File: src/rtl/lut_mem_access_if.sv
// lut_mem_access_if: core-side request/response bundle of the load/store
// sequencer.
//   req_valid / req_ready : request handshake
//   req_write             : 1 = store, 0 = load
//   req_idx               : address-table index
//   req_wdata             : store data
//   rsp_valid / rsp_ready : response handshake
//   rsp_rdata             : load result
//   rsp_err               : request rejected
// Modports: master = core, slave = sequencer.
interface lut_mem_access_if #(
  parameter int unsigned IDX_W = 5,
  parameter int unsigned DW    = 8
);
  logic             req_valid;
  logic             req_ready;
  logic             req_write;
  logic [IDX_W-1:0] req_idx;
  logic [DW-1:0]    req_wdata;
  logic             rsp_valid;
  logic             rsp_ready;
  logic [DW-1:0]    rsp_rdata;
  logic             rsp_err;

  modport master (
    output req_valid, req_write, req_idx, req_wdata, rsp_ready,
    input  req_ready, rsp_valid, rsp_rdata, rsp_err
  );

  modport slave (
    input  req_valid, req_write, req_idx, req_wdata, rsp_ready,
    output req_ready, rsp_valid, rsp_rdata, rsp_err
  );
endinterface

File: src/rtl/lut_mem_access.sv
// lut_mem_access: load/store sequencer. Resolves a core index through a
// combinational address LUT, performs one access on a synchronous data
// memory and returns a valid/ready response.
// Ports:
//   clk, rst_n  : clock (rising edge), asynchronous active-low reset
//   core        : request/response bundle (lut_mem_access_if.slave)
//   lut_addr    : index to the LUT (latched request index)
//   lut_data    : address from the LUT, combinational
//   mem_addr    : data-memory address (registered LUT result)
//   mem_we      : write strobe, mem_wdata write data
//   mem_re      : read strobe, mem_rdata valid the cycle after
// Option macro LUT_IDX_CHECK_EN: indices in the upper half of the table are
// unpopulated and answered directly with rsp_err=1, no memory access.
module lut_mem_access #(
  parameter int unsigned IDX_W = 5,
  parameter int unsigned DW    = 8
) (
  input  logic             clk,
  input  logic             rst_n,
  lut_mem_access_if.slave  core,
  output logic [IDX_W-1:0] lut_addr,
  input  logic [DW-1:0]    lut_data,
  output logic [DW-1:0]    mem_addr,
  output logic             mem_we,
  output logic             mem_re,
  output logic [DW-1:0]    mem_wdata,
  input  logic [DW-1:0]    mem_rdata
);

  typedef enum logic [2:0] {
    IDLE,
    LOOKUP,
    ACCESS,
    WAIT,
    RESP
  } state_t;

  state_t state;
  logic   write_q;

`ifndef LUT_IDX_CHECK_EN
  assign core.rsp_err = 1'b0;
`endif

  always_ff @(posedge clk or negedge rst_n) begin
    if (!rst_n) begin
      state          <= IDLE;
      write_q        <= 1'b0;
      lut_addr       <= '0;
      mem_addr       <= '0;
      mem_wdata      <= '0;
      mem_we         <= 1'b0;
      mem_re         <= 1'b0;
      core.req_ready <= 1'b1;
      core.rsp_valid <= 1'b0;
      core.rsp_rdata <= '0;
`ifdef LUT_IDX_CHECK_EN
      core.rsp_err   <= 1'b0;
`endif
    end else begin
      case (state)
        IDLE: begin
          if (core.req_valid) begin
            write_q        <= core.req_write;
            lut_addr       <= core.req_idx;
            mem_wdata      <= core.req_wdata;
            core.req_ready <= 1'b0;
`ifdef LUT_IDX_CHECK_EN
            // Upper half of the table is unpopulated: answer at once.
            if (core.req_idx[IDX_W-1]) begin
              core.rsp_valid <= 1'b1;
              core.rsp_err   <= 1'b1;
              state          <= RESP;
            end else begin
              state <= LOOKUP;
            end
`else
            state <= LOOKUP;
`endif
          end
        end
        LOOKUP: begin
          // Registered LUT result drives the memory during ACCESS.
          mem_addr <= lut_data;
          mem_we   <= write_q;
          mem_re   <= ~write_q;
          state    <= ACCESS;
        end
        ACCESS: begin
          mem_we <= 1'b0;
          mem_re <= 1'b0;
          if (write_q) begin
            core.rsp_valid <= 1'b1;
            state          <= RESP;
          end else begin
            state <= WAIT;
          end
        end
        WAIT: begin
          core.rsp_rdata <= mem_rdata;
          core.rsp_valid <= 1'b1;
          state          <= RESP;
        end
        RESP: begin
          if (core.rsp_ready) begin
            core.rsp_valid <= 1'b0;
            core.req_ready <= 1'b1;
`ifdef LUT_IDX_CHECK_EN
            core.rsp_err   <= 1'b0;
`endif
            state          <= IDLE;
          end
        end
        default: begin
          mem_we         <= 1'b0;
          mem_re         <= 1'b0;
          core.rsp_valid <= 1'b0;
          core.req_ready <= 1'b1;
          state          <= IDLE;
        end
      endcase
    end
  end

endmodule

File: src/flat_wrapper.sv
// flat-port wrapper written by rule: the top's interface ports become plain ports
module lut_mem_access_flat 
#(
  parameter int unsigned IDX_W = 5,
  parameter int unsigned DW    = 8
)
  (clk, rst_n, lut_addr, lut_data, mem_addr, mem_we, mem_re, mem_wdata, mem_rdata, core_req_valid, core_req_write, core_req_idx, core_req_wdata, core_rsp_ready, core_req_ready, core_rsp_valid, core_rsp_rdata, core_rsp_err);
  lut_mem_access_if #(.IDX_W(IDX_W), .DW(DW)) core_i ();
  input  logic clk;
  input  logic rst_n;
  output logic [IDX_W-1:0] lut_addr;
  input  logic [DW-1:0] lut_data;
  output logic [DW-1:0] mem_addr;
  output logic mem_we;
  output logic mem_re;
  output logic [DW-1:0] mem_wdata;
  input  logic [DW-1:0] mem_rdata;
  input wire logic [$bits(core_i.req_valid)-1:0] core_req_valid;
  input wire logic [$bits(core_i.req_write)-1:0] core_req_write;
  input wire logic [$bits(core_i.req_idx)-1:0] core_req_idx;
  input wire logic [$bits(core_i.req_wdata)-1:0] core_req_wdata;
  input wire logic [$bits(core_i.rsp_ready)-1:0] core_rsp_ready;
  output wire logic [$bits(core_i.req_ready)-1:0] core_req_ready;
  output wire logic [$bits(core_i.rsp_valid)-1:0] core_rsp_valid;
  output wire logic [$bits(core_i.rsp_rdata)-1:0] core_rsp_rdata;
  output wire logic [$bits(core_i.rsp_err)-1:0] core_rsp_err;
  assign core_i.req_valid = core_req_valid;
  assign core_i.req_write = core_req_write;
  assign core_i.req_idx = core_req_idx;
  assign core_i.req_wdata = core_req_wdata;
  assign core_i.rsp_ready = core_rsp_ready;
  assign core_req_ready = core_i.req_ready;
  assign core_rsp_valid = core_i.rsp_valid;
  assign core_rsp_rdata = core_i.rsp_rdata;
  assign core_rsp_err = core_i.rsp_err;
  lut_mem_access #(.IDX_W(IDX_W), .DW(DW)) u_core (.clk(clk), .rst_n(rst_n), .core(core_i), .lut_addr(lut_addr), .lut_data(lut_data), .mem_addr(mem_addr), .mem_we(mem_we), .mem_re(mem_re), .mem_wdata(mem_wdata), .mem_rdata(mem_rdata));
endmodule
File: config.mk
export PLATFORM = sky130hd
export DESIGN_NAME = lut_mem_access_flat
export DESIGN_NICKNAME = d
export VERILOG_FILES = /design/src/rtl/lut_mem_access_if.sv /design/src/rtl/lut_mem_access.sv /design/src/flat_wrapper.sv
export SDC_FILE = /design/constraint.sdc
export NUM_CORES = 1
export LEC_CHECK = 0
export BUFFER_PORTS_ARGS = -buffer_cell sky130_fd_sc_hd__buf_2
export CAP_MARGIN = 20
export CELL_PAD_IN_SITES_DETAIL_PLACEMENT = 0
export CELL_PAD_IN_SITES_GLOBAL_PLACEMENT = 1
export CORE_ASPECT_RATIO = 0.8
export CORE_MARGIN = 10
export CORE_UTILIZATION = 35
export DETAILED_ROUTE_END_ITERATION = 8
export PLACE_DENSITY_LB_ADDON = 0.1
export SYNTH_ARGS = -nofsm -noshare
export SYNTH_HDL_FRONTEND = slang
export SYNTH_SLANG_ARGS = --single-unit
File: constraint.sdc
create_clock -name clk -period 2 [get_ports clk]
set_input_delay 0.2 -clock clk [delete_from_list [all_inputs] [get_ports clk]]
set_output_delay 0.2 -clock clk [all_outputs]
set_load 0.005 [all_outputs]
**Word level (Yosys, flattened, before mapping)**

Index checks and enable logic that the tools add are counted.

- Flip-flop bits (word level): 37
- Input port bits: 34

- Equality and inequality tests: 7
- Multiplexer cells: 12
- Bitwise logic cells: 3
- Reduce and logical (&&, ||, !) cells: 8

Operators with widths:

| kind | count |
|---|---|
| $pmux W3 S5 | 1 |
| $mux W3 | 3 |
| $eq A3 B2 Y1 const B | 2 |
| $reduce_and A3 Y1 | 2 |
| $reduce_or A3 Y1 | 2 |
| $mux W1 | 4 |
| $ne A2 B2 Y1 const B | 2 |
| $pmux W1 S2 | 2 |
| $pmux W1 S4 | 1 |
| $reduce_and A2 Y1 | 2 |
| $eq A3 B1 Y1 const B | 1 |
| $eq A3 B3 Y1 const B | 1 |
| $logic_not A3 Y1 | 1 |
| $not A1 Y1 | 3 |
| $pmux W1 S3 | 1 |
| $ne A2 B1 Y1 const B | 1 |
| $reduce_or A2 Y1 | 1 |

**Longest topological paths before layout**

Gate-level depths: netlist (run 1).

- Depth after elaboration: 4
- Depth in mapped cells: 5

**Worst setup path before layout (run 1)**

No wires, ideal clock.

- Kind: flip-flop to flip-flop
- From: register u_core.state[0]
- To: register u_core.lut_addr[0]
- Library setup time: 125 ps
- Data arrival time: 1,410 ps
- Required time: 1,875 ps
- Path slack: 465 ps
- Cell stages (with the launch flop): 5
- Period minus slack after synthesis: 1,535 ps
- Path through: dfrtp_1 buf_6 nor4b_4 buf_6 mux2_2

- Cells in the longest elaborated chain, start to end: 2

Ends and longest elaborated chain:

| item | RTL line | text |
|---|---|---|
| from (decl) | lut_mem_access.sv:38 | `state_t state;` |
| from (signal assigned) | lut_mem_access.sv:47 | `state <= IDLE;` |
| from (signal assigned) | lut_mem_access.sv:78 | `state <= LOOKUP;` |
| from (signal assigned) | lut_mem_access.sv:87 | `state <= ACCESS;` |
| $logic_not A3 Y1 | lut_mem_access.sv:61 | `case (state)` |
| $reduce_and A2 Y1 (no line) | - |  |
| to (signal assigned) | lut_mem_access.sv:65 | `lut_addr <= core.req_idx;` |
| to (decl) | lut_mem_access.sv:21 | `output logic [IDX_W-1:0] lut_addr,` |

Every way passes these cells.
A chain may end at the register's enable or synchronous reset.

**Worst setup path after layout (run 1)**

- From: register u_core.state[2]
- To: register u_core.mem_addr[6]

- Cells in the longest elaborated chain, start to end: 1

Ends and longest elaborated chain:

| item | RTL line | text |
|---|---|---|
| $eq A3 B1 Y1 | lut_mem_access.sv:61 |  |
| to (signal assigned) | lut_mem_access.sv:84 | `mem_addr <= lut_data;` |
| to (decl) | lut_mem_access.sv:23 | `output logic [DW-1:0] mem_addr,` |

Every way passes these cells.

==> out/results.txt, run 1 <==
Startpoint Class: flip-flop
simple-gate share of the synthesized area: 0.0602
Worst slew margin: 0.465
Post-Syn Area: 0.00148 mm2
clock slew at reported path FFs: 70 ps
WL/cell: 14.6 um
area leader, netlist: dfrtp_1
combinational share of power: 0.377
Tot GR Track Use: 0.0956
# Post-CTS Setup Buffers: 0
Final Hold Fails: 5
die area: 0.00723 mm2
cells along the critical path: nand2b_1, nor2_2, mux2_2
fin. max-slew vios: 0
Final Setup Violations: 0
Sequential Power Share: 0.460
post-cts hold buffer count: 0
CP required: 2180 ps
CTS sink count: 37
clock power share: 0.162
synth top area cells: dfrtp_1, mux2_2, o21ai_0
total power: 3.03 mW
CTS Buf Count: 5
Starting Density: 0.358
outcome: finished, violations left
Post-Route WL: 3350 um
critical path class: flip-flop to flip-flop
RSZ-0062 raised after global routing: false
Cells after Synth: 103
syn_nets: 137
maximum root-to-sink buffer count: 2
Die Ht: 78.1 um
Yosys reg bits: 37
arrival time worst endpoint: 1730 ps
GP Congestion: 0.671
Root Buffer: clkbuf_8
dpl hpwl: 2600 um
leakage dissipation: 0.930 nW
CP top delay family: simple AND/OR/NAND/NOR gates
initial antenna violation count: 0
top post-synthesis cells by count: dfrtp_1, mux2_2, o21ai_0, nand2_1, nor2_1
core area: 0.00413 mm2
drt initial violations: 63
GRT Residual Overflow: 0
count leader, synth: dfrtp_1
post-route cell area: 0.00193 mm2
PostCTS Resize Cnt: 0
Sw Share: 0.320
asr flop ratio synth: 1.00
fmax: 644 MHz
failing checks: hold timing
P_sw: 0.969 mW
Port Buf Inserts: 66
worst-case vdd ir drop: 0.618 mV
placed cell areas: 0.00185 mm2
H-tree levels: 2
top cell type's share of synthesized area: 0.610
DR vias/cell: 4.43
Buf+Inv Stages, Crit Path: 0
Routed Antenna Nets: 0
largest net degree at the start of global routing: 38
layout cells sized above 1: 0.601
CTS tree: built
Die X: 92.6 um
Final TNS setup: 0 ps
worst hold margin: -4.50 ps
YS warnings: 0
complex-gate fraction of the synthesized area: 0.0398
Crit Path Max Fanout: 9
xor/xnor cell area share of the yosys netlist: 0
critical path endpoint category: flip-flop
Synth Area in Adders: 0
Period Utilization, post-route: 0.777
mux share of post-synthesis cell area: 0.235
setup slack, reg-to-reg: 450 ps
CP max-delay cell: dfrtp_1
worst hold-check path type: input port to async pin
fill cell count: 397
DR DRC count: 0
Post-synth EDFFs: 0
Top FF cell, synth: dfrtp_1
clk_skew: 8.07 ps
vias in the first global route: 1159
post-synthesis area per instance: 14.3 um2
IO Count: 68
P&R area growth vs syn: 30.4%
largest family of logic cells by synthesized area: multiplexers
first-pass GRT wire length: 5500 um
ANT cells: 0
Final nets: 206
via count: 1020
Worst-Skew Late Latency: 290 ps
worst-margin pin slew: 802 ps
Largest stage delay, worst path: 490 ps
post-synth cell types: 20
sequential element share of the synthesized area: 0.628
maxcap violations: 0
Power Density: 1570 mW/mm2
Int Power: 2.06 mW
crit path time final: 1550 ps
Pre-antenna DRT Iters: 4
Row Count: 21
-- kinds of logic (layout without fill, tap and decap cells) --
logic type      after synthesis  in the layout
flops                        37             37
other cells                   1              1
buf+inv                       8             78
simple gates                 15             15
mux                          31             31
compound gates               11             11
-- final timing paths --
check / from / to / cells past startpoint
min reg2reg: u_core.mem_addr[3] / u_core.mem_addr[3] / 1
max reg2reg: u_core.state[2] / u_core.mem_addr[6] / 3
max: u_core.state[2] / u_core.mem_addr[6] / 3
min in group clk: core_req_write / u_core.write_q / 3
max in group asynchronous: rst_n / u_core.state[1] / 1
min: rst_n / u_core.core.rsp_rdata[2] / 1
-- cell usage in the layout, fill, tap and decap left out --
cell type / count
nor3b_1: 1
buf_4: 1
a21oi_1: 3
clkbuf_1: 3
dfstp_2: 1
nand3_1: 1
clkbuf_8: 5
o2bb2ai_1: 1
nor2_2: 1
nand2_1: 4
nor3_1: 2
mux2_2: 29
buf_2: 66
conb_1: 1
mux2i_1: 2
nor4b_4: 1
nor2_1: 4
dfrtp_1: 36
inv_1: 3
nand2b_1: 1
o21ai_0: 7
-- per-layer routing --
metal	up-vias	part of all wire	GRT usage
met4	0	0.020	0.0508
met1	485	0.42	0.101
met5	-	0	0
li1	489	-	-
met3	7	0.098	0.0542
met2	39	0.47	0.149
-- stage by stage --
| stage | setup slack, ps | utilization | instances |
|---|---|---|---|
| floorplan | 465 | - | 103 |
| global placement | 436 | 0.447 | 222 |
| detailed placement | 424 | 0.447 | 222 |
| CTS | 420 | 0.467 | 230 |
| global route | 350 | 0.467 | 230 |
| finish | 446 | 0.467 | 230 |
-- state kept, by name, indices dropped and copies added (netlist names) --
| register | cells |
|---|---|
| u_core.write_q | 1 |
| u_core.mem_we | 1 |
| u_core.mem_wdata | 8 |
| u_core.core.rsp_valid | 1 |
| u_core.core.req_ready | 1 |
| u_core.core.rsp_rdata | 8 |
| u_core.mem_addr | 8 |
| u_core.mem_re | 1 |
| u_core.state | 3 |
| u_core.lut_addr | 5 |
-- worst reg2reg max path, cell delays in order (launching register included) --
cell      delay, ps
dfrtp_1         490
nand2b_1        240
nor2_2          330
mux2_2          390
-- layout make-up --
class / count / area [um2] / area share
flip-flops and latches: 37 / 927 / 0.481
multi-input cells: 58 / 498 / 0.259
repair buffers: 67 / 338 / 0.175
clock buffers: 8 / 80.1 / 0.0416
well taps: 57 / 71.3 / 0.0370
inverters: 3 / 11.3 / 0.00585
-- power by group through the flow --
| stage | clock network (mW) | logic [mW] | registers [mW] |
|---|---|---|---|
| 2_1_floorplan | 0 | 0.730 | 1.36 |
| 3_3_place_gp | 0 | 1.16 | 1.39 |
| 3_5_place_dp | 0 | 1.19 | 1.41 |
| 4_1_cts | 0.512 | 1.19 | 1.40 |
| 5_1_grt | 0.540 | 1.29 | 1.45 |
| 6_report | 0.492 | 1.14 | 1.40 |
No activity file was read; power rests on OpenSTA's default activity.
==> run 2: changes to the inputs <==
--- a/config.mk
+++ b/config.mk
@@ -11,7 +11,7 @@
 export CELL_PAD_IN_SITES_GLOBAL_PLACEMENT = 1
 export CORE_ASPECT_RATIO = 0.8
 export CORE_MARGIN = 10
-export CORE_UTILIZATION = 35
+export CORE_UTILIZATION = 32
 export DETAILED_ROUTE_END_ITERATION = 8
 export PLACE_DENSITY_LB_ADDON = 0.1
 export SYNTH_ARGS = -nofsm -noshare
==> constraint.sdc (replaced) <==
create_clock -name clk -period 1.4 [get_ports clk]
set_input_delay 0.14 -clock clk [delete_from_list [all_inputs] [get_ports clk]]
set_output_delay 0.14 -clock clk [all_outputs]
set_load 0.005 [all_outputs]
==> run 2 against run 1 <==
The flow now finishes without violations. Highest routed layer unchanged. Cell count increased by 5.2%. Non-clock buffer count increased by 9. Combinational power increased by 82%. Sequential share of layout area decreased by 3.7 points. First-iteration DRC count decreased by 52%. Wire length increased by 3.0%. Critical path type unchanged. Core utilization decreased by 0.39 points.
==> out/results.txt, run 2 (synthesis gave the netlist of run 1 again) <==
outcome: completed
leakage dissipation: 1.03 nW (+11%)
Final nets: 215 (+4.4%)
fmax: 717 MHz (+11%)
Port Buf Inserts: 66 (unchanged)
most frequent cells in the layout: buf_2, dfrtp_1, mux2_2
placed cell areas: 0.00193 mm2 (+4.8%)
Final TNS setup: 0 ps (unchanged)
Worst slew margin: 0.666 (+0.201)
R2R Path Start: u_core.state[2]
WL/cell: 14.3 um (-2.2%)
fin. max-slew vios: 0 (unchanged)
critical path class: flip-flop to flip-flop
Sequential Power Share: 0.408 (-0.052)
cells along the critical path: nor4b_4, buf_12, mux2_4
Final Hold Fails: 0 (-5)
Pre-antenna DRT Iters: 3 (-1)
DR DRC count: 0 (unchanged)
Power Density: 2290 mW/mm2 (+45%)
Die X: 95.9 um (+3.6%)
DR vias/cell: 4.46 (+0.54%)
Tot GR Track Use: 0.0923 (-0.00330)
ANT cells: 0 (unchanged)
commonest non-fill, non-tap cell in the layout: buf_2
worst-case vdd ir drop: 0.780 mV (+26%)
post-route cell area: 0.00209 mm2 (+8.5%)
Sw Share: 0.310 (-0.0100)
M3 GR Usage: 0.0442 (-0.00994)
combinational share of power: 0.435 (+0.058)
CP required: 1570 ps (-610 ps)
Largest stage delay, worst path: 440 ps (-50 ps)
largest net degree at the start of global routing: 24 (-37%)
Row Count: 22 (+4.8%)
Die Ht: 80.8 um (+3.4%)
fin cells: 242 (+5.2%)
met1 GRT Util: 0.108 (+0.00679)
Period Utilization, post-route: 0.996 (+0.220)
maximum root-to-sink buffer count: 2 (unchanged)
GRT Max-Usage Layer: met2
biggest regs: u_core.core.rsp_rdata x8, u_core.mem_addr x8, u_core.mem_wdata x8
grt met2 use: 0.140 (-0.00943)
worst hold margin: 74.6 ps (+79.1 ps)
Routed Antenna Nets: 0 (unchanged)
min-delay src: core_req_write
Startpoint Class: flip-flop
CTS Buf Count: 5 (unchanged)
maxcap violations: 0 (unchanged)
vias in the first global route: 1208 (+4.2%)
drt initial violations: 30 (-52%)
Int Power: 3.30 mW (+60%)
GP Congestion: 0.735 (+9.5%)
clk_skew: 4.37 ps (-3.70 ps)
clock power share: 0.157 (-0.005)
Placed Instances: 230 (+3.6%)
P_sw: 1.48 mW (+53%)
final design utilization: 0.463 (-0.00393)
clock slew at reported path FFs: 70 ps (about the same)
via count: 1079 (+5.8%)
CP max-delay cell: dfrtp_2
CP startpoint: u_core.state[2]
first-pass GRT wire length: 5550 um (+1.0%)
arrival time worst endpoint: 1560 ps (-170 ps)
Post-Route WL: 3450 um (+3.0%)
Final Setup Violations: 0 (unchanged)
layout cells sized above 1: 0.637 (+0.0362)
CTS sink count: 37 (unchanged)
Worst-Skew Late Latency: 280 ps (about the same)
CTS tree: built
worst-margin pin slew: 501 ps (-301 ps)
H-tree levels: 2 (unchanged)
RSZ-0062 raised after global routing: true
IO Count: 68 (unchanged)
die area: 0.00775 mm2 (+7.1%)
crit path time final: 1390 ps (-159 ps)
Crit Path Max Fanout: 14 (+5)
initial antenna violation count: 0 (unchanged)
P&R area growth vs syn: 41.5%
GRT Residual Overflow: 0 (unchanged)
Starting Density: 0.327 (-0.0309)
critical path endpoint category: flip-flop
Root Buffer: clkbuf_8
core area: 0.00451 mm2 (+9.4%)
worst hold-check path type: input port to flip-flop
dpl hpwl: 2690 um (+3.5%)
-- run 2: repair_timing --
action	CTS	global route
hold buffers	1	0
setup buffers	1	2
hold endpoints to repair	21	0
setup endpoints to repair	21	22
pin swaps	0	2
gates cloned	0	0
gates resized for setup	7	2
-- run 2: layout make-up --
type	instances	area [um2]
inverters	3	11.3
fillers	439	2420
well taps	60	75.1
clock buffers	8	90.1
flip-flops and latches	37	928
multi-input cells	58	564
repair buffers	76	420
-- run 2: metal layers --
| layer | share of wire | vias up |
|---|---|---|
| met4 | 0.018 | 0 |
| met2 | 0.46 | 40 |
| met5 | 0 | - |
| li1 | - | 510 |
| met1 | 0.43 | 522 |
| met3 | 0.096 | 7 |
-- run 2: metrics by stage --
step / worst slack (ps) / total power, mW
after floorplan: -117 / 3.11
after global placement: -23.7 / 3.90
after detailed placement: -59.5 / 3.96
after CTS: -32.4 / 4.83
after global routing: -54.8 / 5.17
final: 5.18 / 4.78
-- run 2: final timing paths --
kind / slack (ps) / to / cells after the start
min reg2reg: 500 / u_core.core.rsp_rdata[6] / 1
min: 70 / u_core.write_q / 3
max reg2reg: 5 / u_core.lut_addr[4] / 3
min in group asynchronous: 350 / u_core.mem_wdata[0] / 2
max: 5 / u_core.lut_addr[4] / 3
max in group asynchronous: 460 / u_core.mem_wdata[4] / 3
-- run 2: critical path: cells and delay by family (launching register included) --
kind | cells | cell delay (ps)
AND/OR/NAND/NOR | 1 | 320
flip-flops | 1 | 440
buffers and inverters | 1 | 200
multiplexers | 1 | 310
-- run 2: power groups by stage --
stage          Combinational, mW  Sequential, mW  Clock (mW)
2_1_floorplan               1.16            1.95           0
3_5_place_dp                2.00            1.96           0
4_1_cts                     2.08            1.96       0.784
3_3_place_gp                1.95            1.94           0
5_1_grt                     2.31            2.03       0.832
6_report                    2.08            1.95       0.750
==> run 3: changes to the inputs <==
--- a/config.mk
+++ b/config.mk
@@ -11,7 +11,7 @@
 export CELL_PAD_IN_SITES_GLOBAL_PLACEMENT = 1
 export CORE_ASPECT_RATIO = 0.8
 export CORE_MARGIN = 10
-export CORE_UTILIZATION = 32
+export CORE_UTILIZATION = 30
 export DETAILED_ROUTE_END_ITERATION = 8
 export PLACE_DENSITY_LB_ADDON = 0.1
 export SYNTH_ARGS = -nofsm -noshare
==> run 3 against run 2 <==
Cell count down 0.41%. Clock power is 2% lower. Register-to-register slack about the same. Design area is 0.36% lower. Largest power group unchanged. Core utilization decreased by 1.8 points. Non-clock buffer count did not move. Clock skew increased by 1.5 ps. Power decreased by 0.55%. Die area increased by 5.1%.
==> out/results.txt, run 3 (synthesis gave the netlist of run 1 again) <==
worst hold margin: 78.8 ps (+4.23 ps)
core area: 0.00468 mm2 (+3.7%)
Die X: 98.4 um (+2.6%)
via count: 1084 (+0.46%)
total power: 4.76 mW (-0.55%)
Crit Path Max Fanout: 14 (unchanged)
critical path class: flip-flop to flip-flop
Final nets: 215 (unchanged)
most frequent cells in the layout: buf_2, dfrtp_1, mux2_2
maximum root-to-sink buffer count: 2 (unchanged)
Tot GR Track Use: 0.0910 (-0.00121)
initial antenna violation count: 0 (unchanged)
CTS Buf Count: 5 (unchanged)
GRT Residual Overflow: 0 (unchanged)
first-pass GRT wire length: 5950 um (+7.1%)
CP startpoint: u_core.state[0]
Port Buf Inserts: 66 (unchanged)
fin cells: 241 (-0.41%)
Worst-Skew Late Latency: 280 ps (about the same)
drt initial violations: 47 (+57%)
Die Ht: 82.7 um (+2.5%)
sequential cell area: 928 um2 (unchanged)
crit path time final: 1390 ps (-3.82 ps)
IO Count: 68 (unchanged)
arrival time worst endpoint: 1560 ps (about the same)
CTS tree: built
RSZ-0062 raised after global routing: true
leakage dissipation: 1.03 nW (-0.67%)
dpl hpwl: 2830 um (+5.1%)
min-delay src: core_req_write
critical path endpoint category: flip-flop
Root Buffer: clkbuf_8
clock slew at reported path FFs: 70 ps (about the same)
largest net degree at the start of global routing: 38 (+58%)
worst-case vdd ir drop: 1.03 mV (+32%)
ANT cells: 0 (unchanged)
Worst R2R Path Depth: 3 (unchanged)
DR DRC count: 0 (unchanged)
Startpoint Class: flip-flop
Placed Instances: 232 (+0.87%)
Routed Antenna Nets: 0 (unchanged)
biggest regs: u_core.core.rsp_rdata x8, u_core.mem_addr x8, u_core.mem_wdata x8
Min-Delay Path Depth: 3 (unchanged)
WL/cell: 15.1 um (+5.9%)
Final Setup Violations: 0 (unchanged)
Starting Density: 0.316 (-0.0115)
worst hold-check path type: input port to flip-flop
fill cell count: 441 (+0.46%)
fin. max-slew vios: 0 (unchanged)
PnR worst setup slack: 9.00 ps (+3.82 ps)
CTS sink count: 37 (unchanged)
layout cells sized above 1: 0.635 (-0.00200)
multi-input logic area: 548 um2 (-2.9%)
GP Congestion: 0.718 (-2.2%)
maxcap violations: 0 (unchanged)
H-tree levels: 2 (unchanged)
P&R area growth vs syn: 41.0%
Power Density: 2290 mW/mm2 (-0.19%)
R2R Path Start: u_core.state[0]
Row Count: 22 (unchanged)
final design utilization: 0.445 (-0.0179)
dpl ws: -39.2 ps (+20.4 ps)
Post-Route WL: 3640 um (+5.4%)
vias in the first global route: 1255 (+3.9%)
clk_skew: 5.83 ps (+1.46 ps)
CP required: 1570 ps (about the same)
fmax: 719 MHz (+0.27%)
Pre-antenna DRT Iters: 4 (+1)
outcome: completed
Period Utilization, post-route: 0.994 (-0.00273)
Final Hold Fails: 0 (unchanged)
DR vias/cell: 4.50 (+0.88%)
die area: 0.00814 mm2 (+5.1%)
commonest non-fill, non-tap cell in the layout: buf_2
run 3: changes by cell type in the layout (fill, tap and decap cells not counted), sizes merged:
| cell | previous run | this run |
|---|---|---|
| clkbuf | 8 | 7 |
run 3: layer usage:
layer | global-route usage | vias up | wire [um]
met5 | 0 | - | 0
met4 | 0.0343 | 0 | 28
met3 | 0.0523 | 5 | 359
met2 | 0.152 | 45 | 1770
met1 | 0.0950 | 529 | 1480
li1 | - | 505 | -
run 3: power by group:
group	leakage (nW)	internal [mW]	switching, mW	total, mW
Sequential	0.437	1.63	0.324	1.95
Clock	0.0443	0.390	0.342	0.733
Combinational	0.544	1.25	0.819	2.07
run 3: metrics by stage:
step | TNS [ps] | area [um2]
after floorplan | -936 | 1510
after global placement | 0 | 1960
after detailed placement | -237 | 1960
after CTS | 0 | 2070
after global routing | -181 | 2080
final | 0 | 2080
run 3: final timing paths:
check / end / slack [ps]
max: u_core.mem_wdata[1] / 9
max reg2reg: u_core.mem_wdata[1] / 9
min in group asynchronous: u_core.mem_wdata[6] / 440
min reg2reg: u_core.core.req_ready / 500
max in group asynchronous: u_core.core.req_ready / 610
min: u_core.write_q / 80
run 3: layout make-up:
| type | instances | area share |
|---|---|---|
| well taps | 60 | 0.0361 |
| multi-input cells | 58 | 0.263 |
| inverters | 3 | 0.00541 |
| flip-flops and latches | 37 | 0.446 |
| clock buffers | 7 | 0.0415 |
| repair buffers | 76 | 0.208 |
run 3: what timing repair did:
action / in CTS / in global routing
pin swaps: 1 / 1
cloned: 0 / 0
resized for setup: 2 / 2
endpoints found under the setup margin: 13 / 15
hold endpoints to repair: 36 / 0
buffers inserted: 0 / 1
hold buffers: 1 / 0
run 3: critical path: stages, from the launching register on:
cell and delay, ps:
dfrtp_1 420, nor4b_4 320, buf_12 200, mux2_2 340
